## config.mk

```make
export PLATFORM = sky130hd
export DESIGN_NAME = ftdi_tx_arbiter
export DESIGN_NICKNAME = d
export VERILOG_FILES = /design/src/rtl/ftdi_tx_arbiter.sv
export SDC_FILE = /design/constraint.sdc
export NUM_CORES = 1
export LEC_CHECK = 0
export ABC_AREA = 0
export BUFFER_PORTS_ARGS = -buffer_cell sky130_fd_sc_hd__buf_2
export CAP_MARGIN = 15
export CORE_UTILIZATION = 46
export CTS_BUF_LIST = sky130_fd_sc_hd__clkbuf_16
export CTS_CLUSTER_SIZE = 12
export DETAILED_ROUTE_END_ITERATION = 12
export PLACE_DENSITY = 0.79
export RECOVER_POWER = 25
export SLEW_MARGIN = 20
export SYNTH_ARGS = -nofsm -noshare
export SYNTH_HDL_FRONTEND = slang
export SYNTH_SLANG_ARGS = --single-unit
```

## constraint.sdc

```tcl
create_clock -name clk -period 2.33 [get_ports clk]
set_clock_uncertainty 0.1 [all_clocks]
set_input_delay 0.3495 -clock clk [delete_from_list [all_inputs] [get_ports clk]]
set_output_delay 0.3495 -clock clk [all_outputs]
set_load 0.005 [all_outputs]
```

## src/rtl/ftdi_tx_arbiter.sv

```systemverilog
// Round-robin arbiter and framer sharing one FTDI 245-FIFO send stream among N_CH byte sources.
// Each grant emits a header (8'hA0|channel), up to MAX_BURST payload bytes, then a byte-count trailer.
module ftdi_tx_arbiter #(
  parameter int N_CH      = 4,
  parameter int MAX_BURST = 16
) (
  input  logic              clk,
  input  logic              rst,
  input  logic [N_CH-1:0]   s_valid,
  output logic [N_CH-1:0]   s_ready,
  input  logic [8*N_CH-1:0] s_data,
  input  logic [N_CH-1:0]   s_last,
  output logic              m_valid,
  input  logic              m_ready,
  output logic [7:0]        m_data,
  output logic [N_CH-1:0]   grant,
  output logic              busy
);

  localparam int CW = $clog2(MAX_BURST + 1);
  localparam logic [CW:0] MAXB = (CW + 1)'(MAX_BURST);

  typedef enum logic [1:0] {IDLE, HDR, PAYLOAD, TRAIL} state_e;

  state_e          state_q, state_d;
  logic [3:0]      rr_ptr_q, rr_ptr_d;
  logic [3:0]      gch_q, gch_d;
  logic [CW-1:0]   cnt_q, cnt_d;
  logic [N_CH-1:0] grant_q, grant_d;

  logic            sel_valid, sel_last;
  logic [7:0]      sel_data;
  logic            pick_found;
  logic [3:0]      pick_ch;
  logic [N_CH-1:0] pick_onehot;
  logic [CW:0]     cnt_inc;
  logic            burst_end;

  always_comb begin
    sel_valid = 1'b0;
    sel_last  = 1'b0;
    sel_data  = 8'h00;
    for (int i = 0; i < N_CH; i++) begin
      if (gch_q == 4'(i)) begin
        sel_valid = s_valid[i];
        sel_last  = s_last[i];
        sel_data  = s_data[8*i +: 8];
      end
    end
  end

  // Two passes: channels above rr_ptr first, then wrap to the lowest index.
  always_comb begin
    pick_found  = 1'b0;
    pick_ch     = 4'h0;
    pick_onehot = '0;
    for (int i = 0; i < N_CH; i++) begin
      if (!pick_found && s_valid[i] && (4'(i) > rr_ptr_q)) begin
        pick_found = 1'b1;
        pick_ch    = 4'(i);
      end
    end
    for (int i = 0; i < N_CH; i++) begin
      if (!pick_found && s_valid[i] && (4'(i) <= rr_ptr_q)) begin
        pick_found = 1'b1;
        pick_ch    = 4'(i);
      end
    end
    for (int i = 0; i < N_CH; i++) begin
      pick_onehot[i] = (pick_ch == 4'(i));
    end
  end

  assign cnt_inc   = {1'b0, cnt_q} + 1'b1;
  assign burst_end = sel_last || (cnt_inc == MAXB);

  always_comb begin
    state_d  = state_q;
    rr_ptr_d = rr_ptr_q;
    gch_d    = gch_q;
    cnt_d    = cnt_q;
    grant_d  = grant_q;
    m_valid  = 1'b0;
    m_data   = 8'h00;
    s_ready  = '0;
    case (state_q)
      IDLE: begin
        if (pick_found) begin
          gch_d    = pick_ch;
          rr_ptr_d = pick_ch;
          cnt_d    = '0;
          grant_d  = pick_onehot;
          state_d  = HDR;
        end
      end
      HDR: begin
        m_valid = 1'b1;
        m_data  = 8'hA0 | {4'h0, gch_q};
        if (m_ready) begin
          state_d = PAYLOAD;
        end
      end
      PAYLOAD: begin
        m_valid = sel_valid;
        m_data  = sel_data;
        for (int i = 0; i < N_CH; i++) begin
          s_ready[i] = (gch_q == 4'(i)) && m_ready;
        end
        if (sel_valid && m_ready) begin
          cnt_d = cnt_inc[CW-1:0];
          if (burst_end) begin
            state_d = TRAIL;
          end
        end
      end
      TRAIL: begin
        m_valid = 1'b1;
        m_data  = 8'(cnt_q);
        if (m_ready) begin
          state_d = IDLE;
          grant_d = '0;
        end
      end
      default: state_d = IDLE;
    endcase
  end

  always_ff @(posedge clk) begin
    if (rst) begin
      state_q  <= IDLE;
      rr_ptr_q <= 4'(N_CH - 1);
      gch_q    <= 4'h0;
      cnt_q    <= '0;
      grant_q  <= '0;
    end else begin
      state_q  <= state_d;
      rr_ptr_q <= rr_ptr_d;
      gch_q    <= gch_d;
      cnt_q    <= cnt_d;
      grant_q  <= grant_d;
    end
  end

  assign grant = grant_q;
  assign busy  = (state_q != IDLE);

endmodule

```

* After elaboration in Yosys (flattened, before gate mapping) *
Index checks and enable logic that the tools add are counted.

operators by class
  magnitude comparators = 8
  muxes and demuxes = 42
  add/sub/neg operators = 1
  reductions and logical operators = 39
  equal/unequal tests = 15

operator list
  cell                                                                   count
  4-bit 2-to-1 mux                                                       9
  8-bit 2-to-1 mux                                                       4
  8-bit case mux with 3 select lines                                     1
  1-bit logical AND                                                      20
  1-bit 2-to-1 mux                                                       17
  4-bit by 2-bit equality test with 1-bit output, second input constant  4
  2-bit 2-to-1 mux                                                       5
  5-bit 2-to-1 mux                                                       2
  2-bit inequality test, second input constant                           5
  5-bit case mux with 2 select lines                                     1
  4-bit by 1-bit equality test with 1-bit output, second input constant  2
  1-bit by 4-bit > comparator with 1-bit output, first input constant    2
  2-bit by 4-bit > comparator with 1-bit output, first input constant    2
  1-bit by 4-bit <= comparator with 1-bit output, first input constant   2
  2-bit by 4-bit <= comparator with 1-bit output, first input constant   2
  4-bit logical NOT                                                      2
  2-bit case mux with 4 select lines                                     1
  4-bit case mux with 2 select lines                                     1
  1-bit logical NOT                                                      7
  5-bit by 1-bit adder with 6-bit output, second input constant          1
  6-bit by 5-bit equality test with 1-bit output, second input constant  1
  3-bit AND reduction                                                    2
  2-bit nonzero test                                                     3
  5-bit AND reduction                                                    1
  other kinds (7)                                                        8

storage, ports and cells
  bits in registers = 19
  input bits = 43
  logic and storage cells = 110
  output and inout bits = 18

* Longest topological paths before layout *
Gate-level depths: netlist of run 1.

  depth after elaboration = 34
  depth in mapped cells = 7
  gate-level depth less buffers = 7

* Worst setup path before layout of run 1 *
OpenSTA, ideal clock, no wires.

  path kind = reg-to-output
  from = reg gch_q[0]
  to = out m_data[5]
  path slack = 0.445 ns
  arrival = 1.435 ns
  cell stages (with the launch flop) = 6
  data required time = 1.881 ns
  buffers on the path = 2
  cells stage by stage = dfxtp_1 -> buf_6 -> clkbuf_1 -> mux4_2 -> nand3_1 -> nand2_1

between the ends
  word-level cells in the longest chain between the ends = 6
  elaborated cells on any way between the ends = 9
  classes of those cells = eq/ne: 3; mux: 5; reduce/logical: 1

RTL lines
  item                                    line  source
  from (decl)                             27    logic [3:0] gch_q, gch_d;
  from (signal assigned)                  138   gch_q <= gch_d;
  4-bit logical NOT                       44    if (gch_q == 4'(i)) begin
  8-bit 2-to-1 mux (3 in series)          44
  8-bit 2-to-1 mux (*)                    44
  8-bit case mux with 3 select lines (*)  86    case (state_q)
  to (decl)                               15    output logic [7:0] m_data,

Mark *: on every way between the ends. The rest lies on a longest branch, timed or not.

* Worst setup path after layout of run 1 *
  from = reg state_q[0]
  to = out m_data[6]

between the ends
  word-level cells in the longest chain between the ends = 2
  elaborated cells on any way between the ends = 4
  classes of those cells = eq/ne: 3; mux: 1

RTL lines
  item                                                                                          line  source
  from (decl)                                                                                   25    state_e state_q, state_d;
  from (signal assigned)                                                                        136   state_q <= state_d;
  2-bit equality test / 2-bit by 1-bit equality test with 1-bit output (equally long branches)  86
  8-bit case mux with 3 select lines (*)                                                        86

Marked as above.

==> metrics, run 1 <==
outcome finished, final reports clean; Final Slew Violations 0; post-synthesis register bit count 15; PD cells about 960 mW/mm2; prevailing post-synth register cell dfxtp_1; Sink Count 15; yosys warns 0; first-pass GRT wire length 5400 um; critical path cell sequence inv_1 -> ha_2 -> inv_1 -> a2111oi_0 -> buf_2; Nets 261; commonest non-fill, non-tap cell in the layout buf_2; Total Routing Usage GR 25.9%; Cell Count, Final, Fillers Out 241; number of enable flip-flop cells after synthesis 0; Placer Congestion 0.792; Critical Path AT between 1500 and 2000 ps; die area 0.00295 mm2; Area growth syn-to-layout 31.3%; HP Class flip-flop to flip-flop; Tot Pwr 1.58 mW; Synth cell types 44; Via Count around 1400; worst hold margin 346 ps; CP endpoint kind output port; antenna violation net count after detailed routing 0; Avg Inst Size Synth 8.22 um2; slowest stage delay, CP approximately 350 ps; Worst EP required roughly 1900 ps; io pins 61; final setup fails 0; Final Hold Fails 0; antenna violations before repair 0; PortBufs 60; worst setup margin ~160 ps; dpl hpwl ~2800 um; period utilisation layout 93.2%; Clock transition at path regs 50 ps; clock latency at the later pin of the worst-skew pair 250 ps; placed cell area 0.00157 mm2; Seq/Total Area, Yosys 23.9%; root buffer cell clkbuf_16; Die Ht around 54 um; ys async rst share 0%; Mapped Nets 202; layout cells sized above 1 approximately 36%; DRT iter0 DRCs 72; leakage dissipation a little over 0.7 nW; crit path launch type flip-flop; Max Clock Freq 460 MHz; Final Cell Area between 0.0015 and 0.002 mm2; grt total ovfl 0; H-tree levels 1; Inst Count DP 237; Post-Place Setup Slack between 200 and 300 ps; vias in the first global route roughly 1300; FP Rows 18; Via density 5.90; CTS tree yes; largest net degree at the start of global routing 16; Routed WL per cell roughly 14 um; Worst R2R Setup Slack ~360 ps; crit path kind flip-flop to output port; die span in x approximately 54 um; CP max FO 12; Finished Core Util 65.5%; Initial Utilization 49.9%; Least-Margin Pin Slew about 520 ps; Cells after Synth 153; CTS max path bufs 2; RSZ-0062 raised after global routing no; CTS buffer count 3; Final TNS setup 0 ps; slew margin rel. roughly two thirds; setup bufs post-CTS 0; # Max-Cap Violations 0; leading cell types in the layout, fill and taps excluded 57 x buf_2, 19 x nand2_1, 17 x nor2_1, 14 x dfxtp_1, 11 x a21oi_1; drt pass-1 iters 4; Diodes inserted 0; most frequent CP cell inv_1; Syn Std Cell Area 0.00126 mm2; DR DRC count 0; Core Area 0.00252 mm2; crit path time final 2170 ps; final wirelength 3440 um; Worst path slowest cell dfxtp_1; VDD IR-drop max 0.759 mV
[cell usage after synthesis, drive strengths merged (2+ instances only)]
master,count,share of area (%)
nand4b,2,1.4
and2,2,1.0
ha,6,6.0
inv,8,2.4
o21ai,6,2.4
a32o,2,1.6
a21oi,11,4.4
clkbuf,4,1.2
a22oi,3,1.8
buf,4,1.9
nand4,2,0.99
mux4,8,15
mux2i,3,2.4
a211oi,4,2.8
nor2,17,5.1
nand3,6,2.4
dfxtp,15,24
nor3,5,2.0
or2,2,0.99
o22ai,2,0.99
nor4,2,0.99
nor2b,4,2.0
nand2,19,5.7
[kinds of logic after synthesis]
logic type	count (synthesis)	synth area share, %
AO/OA/AOI/OAI	41	23.2
buffers and inverters	16	5.47
adder cells (fa/ha/maj)	6	5.97
AND/OR/NAND/NOR	64	24.5
multiplexers	11	17.0
flip-flops	15	23.9
[flip-flops by register name, indices dropped and copies added (netlist names)]
name	count
state_q	2
gch_q	2
cnt_q	5
grant	4
rr_ptr_q	2
[where the power goes]
| part | total, mW | internal, mW | leakage, nW | switching [mW] |
|---|---|---|---|---|
| logic | 0.836 | 0.384 | 0.563 | 0.452 |
| clock network | 0.335 | 0.229 | 0.0409 | 0.106 |
| registers | 0.412 | 0.323 | 0.123 | 0.0890 |
[cell type report]
| type | count | area, um2 |
|---|---|---|
| clock buffer | 3 | 75.1 |
| inverter | 8 | 30.0 |
| multi-input combinational | 122 | 891 |
| tap | 30 | 37.5 |
| timing repair buffer | 62 | 312 |
| clock inverter | 1 | 5.00 |
| fill | 222 | 871 |
| sequential | 15 | 302 |
[layer usage]
metal  wire length [um]  vias to the layer above  track usage (%)
met5                  0                        -                0
met4                 14                        0             6.84
met3                266                        2             6.67
met2               1730                       60             45.3
met1               1420                      669             31.1
li1                   -                      690                -
[critical path: cells and delay by family (launching register included)]
| family | cells | cell delay (ps) |
|---|---|---|
| buffers and inverters | 3 | 470 |
| DFF | 1 | 350 |
| adders and majority gates | 1 | 330 |
| AOI/OAI and AO/OA | 1 | 320 |
[worst paths after layout]
path                                         startpoint                    end  depth (start not counted)
worst max-delay path            state_q[0]$_SDFFE_PP0P_              m_data[6]                          5
worst min register to register    grant[2]$_SDFFE_PP0P_  grant[2]$_SDFFE_PP0P_                          2
worst min-delay path              grant[2]$_SDFFE_PP0P_  grant[2]$_SDFFE_PP0P_                          2
worst max register to register  state_q[1]$_SDFFE_PP0P_  cnt_q[4]$_SDFFE_PP0P_                          7
[what timing repair did]
item | 4_1_cts | 5_1_grt
setup endpoints to repair | 1 | 4
gates resized for setup | 1 | 1
hold buffers | 0 | 0
Power figures use the tool's default switching activity.
==> run 2, diff against run 1 <==
--- a/config.mk
+++ b/config.mk
@@ -12,7 +12,7 @@
 export CTS_BUF_LIST = sky130_fd_sc_hd__clkbuf_16
 export CTS_CLUSTER_SIZE = 12
 export DETAILED_ROUTE_END_ITERATION = 12
-export PLACE_DENSITY = 0.79
+export PLACE_DENSITY = 0.91
 export RECOVER_POWER = 25
 export SLEW_MARGIN = 20
 export SYNTH_ARGS = -nofsm -noshare
==> run 2 against run 1 <==
  * Register-to-register slack got worse by 20 ps
  * Critical path type unchanged
  * Non-clock buffer count grew 1
  * Final cell count is 0.41% higher
  * Sequential share of layout area down 0.083 points
  * Maximum frequency fell by 1.5%
  * Combinational power fell by 0.7%
  * Largest power group unchanged
==> metrics, run 2 (same netlist as run 1, synthesis figures left out) <==
outcome finished, final reports clean; sequential power share 26.3%; Total Routing Usage GR 27.4%; layout cells sized above 1 between 30% and 40%; Via Count 1450; Worst R2R Path Depth 6; Top reg by flops cnt_q; dpl hpwl 2910 um; VDD IR-drop max slightly above 0.7 mV; CTS buffer count 3; worst r2r dst grant[2]$_SDFFE_PP0P_; Hold Path Sink cnt_q[0]$_SDFFE_PP0P_; min-delay src rst; PortBufs 60; clock network power share between 20 and 25%; leading cell types in the layout, fill and taps excluded 59 x buf_2, 19 x nand2_1, 17 x nor2_1, 14 x dfxtp_1, 11 x a21oi_1; slew margin rel. 62.1%; Critical Path AT 1760 ps; CTS max path bufs 2; Sw Ratio 40.9%; Sink Count 15; worst setup margin between 100 and 150 ps; die area 0.00295 mm2; Post-Place Setup Slack 320 ps; hold-critical path depth 2; Final Slew Violations 0; largest net degree at the start of global routing 16; antenna violations before repair 0; Worst R2R Setup Slack roughly 340 ps; max FFs per register 5; RSZ-0062 raised after global routing no; PD cells 958 mW/mm2; antenna violation net count after detailed routing 0; Diodes inserted 0; drt pass-1 iters 4; Final TNS setup 0 ps; H-tree levels 1; CP max FO 12; commonest non-fill, non-tap cell in the layout buf_2; slowest stage delay, CP about 570 ps; period utilisation layout 94.6%; Via density roughly 6; crit path kind flip-flop to output port; vias in the first global route 1378; clock latency at the later pin of the worst-skew pair 250 ps; final wirelength 3610 um; CP endpoint kind output port; leakage dissipation 0.743 nW; critical path cell sequence buf_4 -> mux2i_1 -> a2111oi_0 -> buf_2; DRT iter0 DRCs 46; die span in x 54.3 um; first-pass GRT wire length 5720 um; HP Class primary input to flip-flop; io pins around 60; Final Hold Fails 0; Core Area 0.00252 mm2; root buffer cell clkbuf_16; Initial Utilization 49.9%; CTS tree yes; crit path time final 2200 ps; Worst path slowest cell dfxtp_1; sw power 0.650 mW; setup bufs post-CTS 0; Nets 262; Max Clock Freq 454 MHz; Int Pwr 0.939 mW; Least-Margin Pin Slew 563 ps; Die Ht between 50 and 60 um; # Max-Cap Violations 0; Worst R2R Start state_q[1]$_SDFFE_PP0P_; Comb power frac 52.3%; Placer Congestion 0.928; DR DRC count 0; Area growth syn-to-layout 31.9%; FP Rows 18; crit path launch type flip-flop; final setup fails 0; Routed WL per cell 14.9 um; Clock transition at path regs 50 ps; grt total ovfl 0; Worst EP required 1880 ps
==> run 2: cell count changes in the layout (fill, tap and decap cells not counted) <==
cell / delta
ha_1: +1
buf_2: +2
buf_4: +1
clkbuf_1: -2
ha_2: -1
==> run 2: worst max path at each step <==
stage | slack, ps | cells past startpoint | to | start
final | 130 | 4 | m_data[6] | gch_q[1]$_SDFFE_PP0P_
after global routing | 40 | 6 | m_data[0] | gch_q[1]$_SDFFE_PP0P_
after CTS | 60 | 5 | m_data[7] | gch_q[0]$_SDFFE_PP0P_
after detailed placement | 320 | 5 | m_data[7] | gch_q[0]$_SDFFE_PP0P_
after global placement | 350 | 5 | m_data[5] | gch_q[0]$_SDFFE_PP0P_
after floorplan | 450 | 5 | m_data[5] | gch_q[0]$_SDFFE_PP0P_
==> run 2: critical path, delay by kind of cell, from the launching register on <==
family,cells,cell delay (ps)
buf+inv,2,430
mux,1,80
compound gates,1,430
flops,1,570
==> run 2: area by class of cell <==
type,instances,area (um2)
Clock buffer,3,75.1
Clock inverter,1,5.00
Sequential cell,15,302
Fill cell,231,863
Multi-Input combinational cell,122,888
Inverter,8,30.0
Timing Repair Buffer,63,322
Tap cell,30,37.5
==> run 2: per-stage QoR <==
| stage | utilization (%) | cell area, um2 | hold WS (ps) | power, mW | cells |
|---|---|---|---|---|---|
| 2_1_floorplan | - | 1260 | 349 | 0.997 | 153 |
| 3_3_place_gp | 62.6 | 1580 | 354 | 1.21 | 238 |
| 3_5_place_dp | 62.6 | 1580 | 351 | 1.24 | 238 |
| 4_1_cts | 65.8 | 1660 | 347 | 1.58 | 242 |
| 5_1_grt | 65.8 | 1660 | 369 | 1.71 | 242 |
| 6_report | 65.8 | 1660 | 349 | 1.59 | 242 |
==> run 2: metal layers <==
| layer | global-route usage (%) | up-vias | part of all wire (%) |
|---|---|---|---|
| met5 | 0 | - | 0 |
| met4 | 11.1 | 0 | 2.6 |
| met3 | 6.11 | 13 | 5.8 |
| met2 | 49.4 | 62 | 51 |
| met1 | 30.7 | 680 | 40 |
| li1 | - | 695 | - |
==> run 2: repair_timing <==
action | 4_1_cts | 5_1_grt
hold buffers | 0 | 0
resized for setup | 0 | 1
setup endpoints to repair | 0 | 5
==> run 2: power by group through the flow <==
| stage | logic (mW) | registers, mW | clock network, mW |
|---|---|---|---|
| after floorplan | 0.629 | 0.368 | 0 |
| after global placement | 0.797 | 0.414 | 0 |
| after detailed placement | 0.819 | 0.420 | 0 |
| after CTS | 0.825 | 0.416 | 0.342 |
| after global routing | 0.927 | 0.434 | 0.353 |
| final | 0.830 | 0.418 | 0.341 |
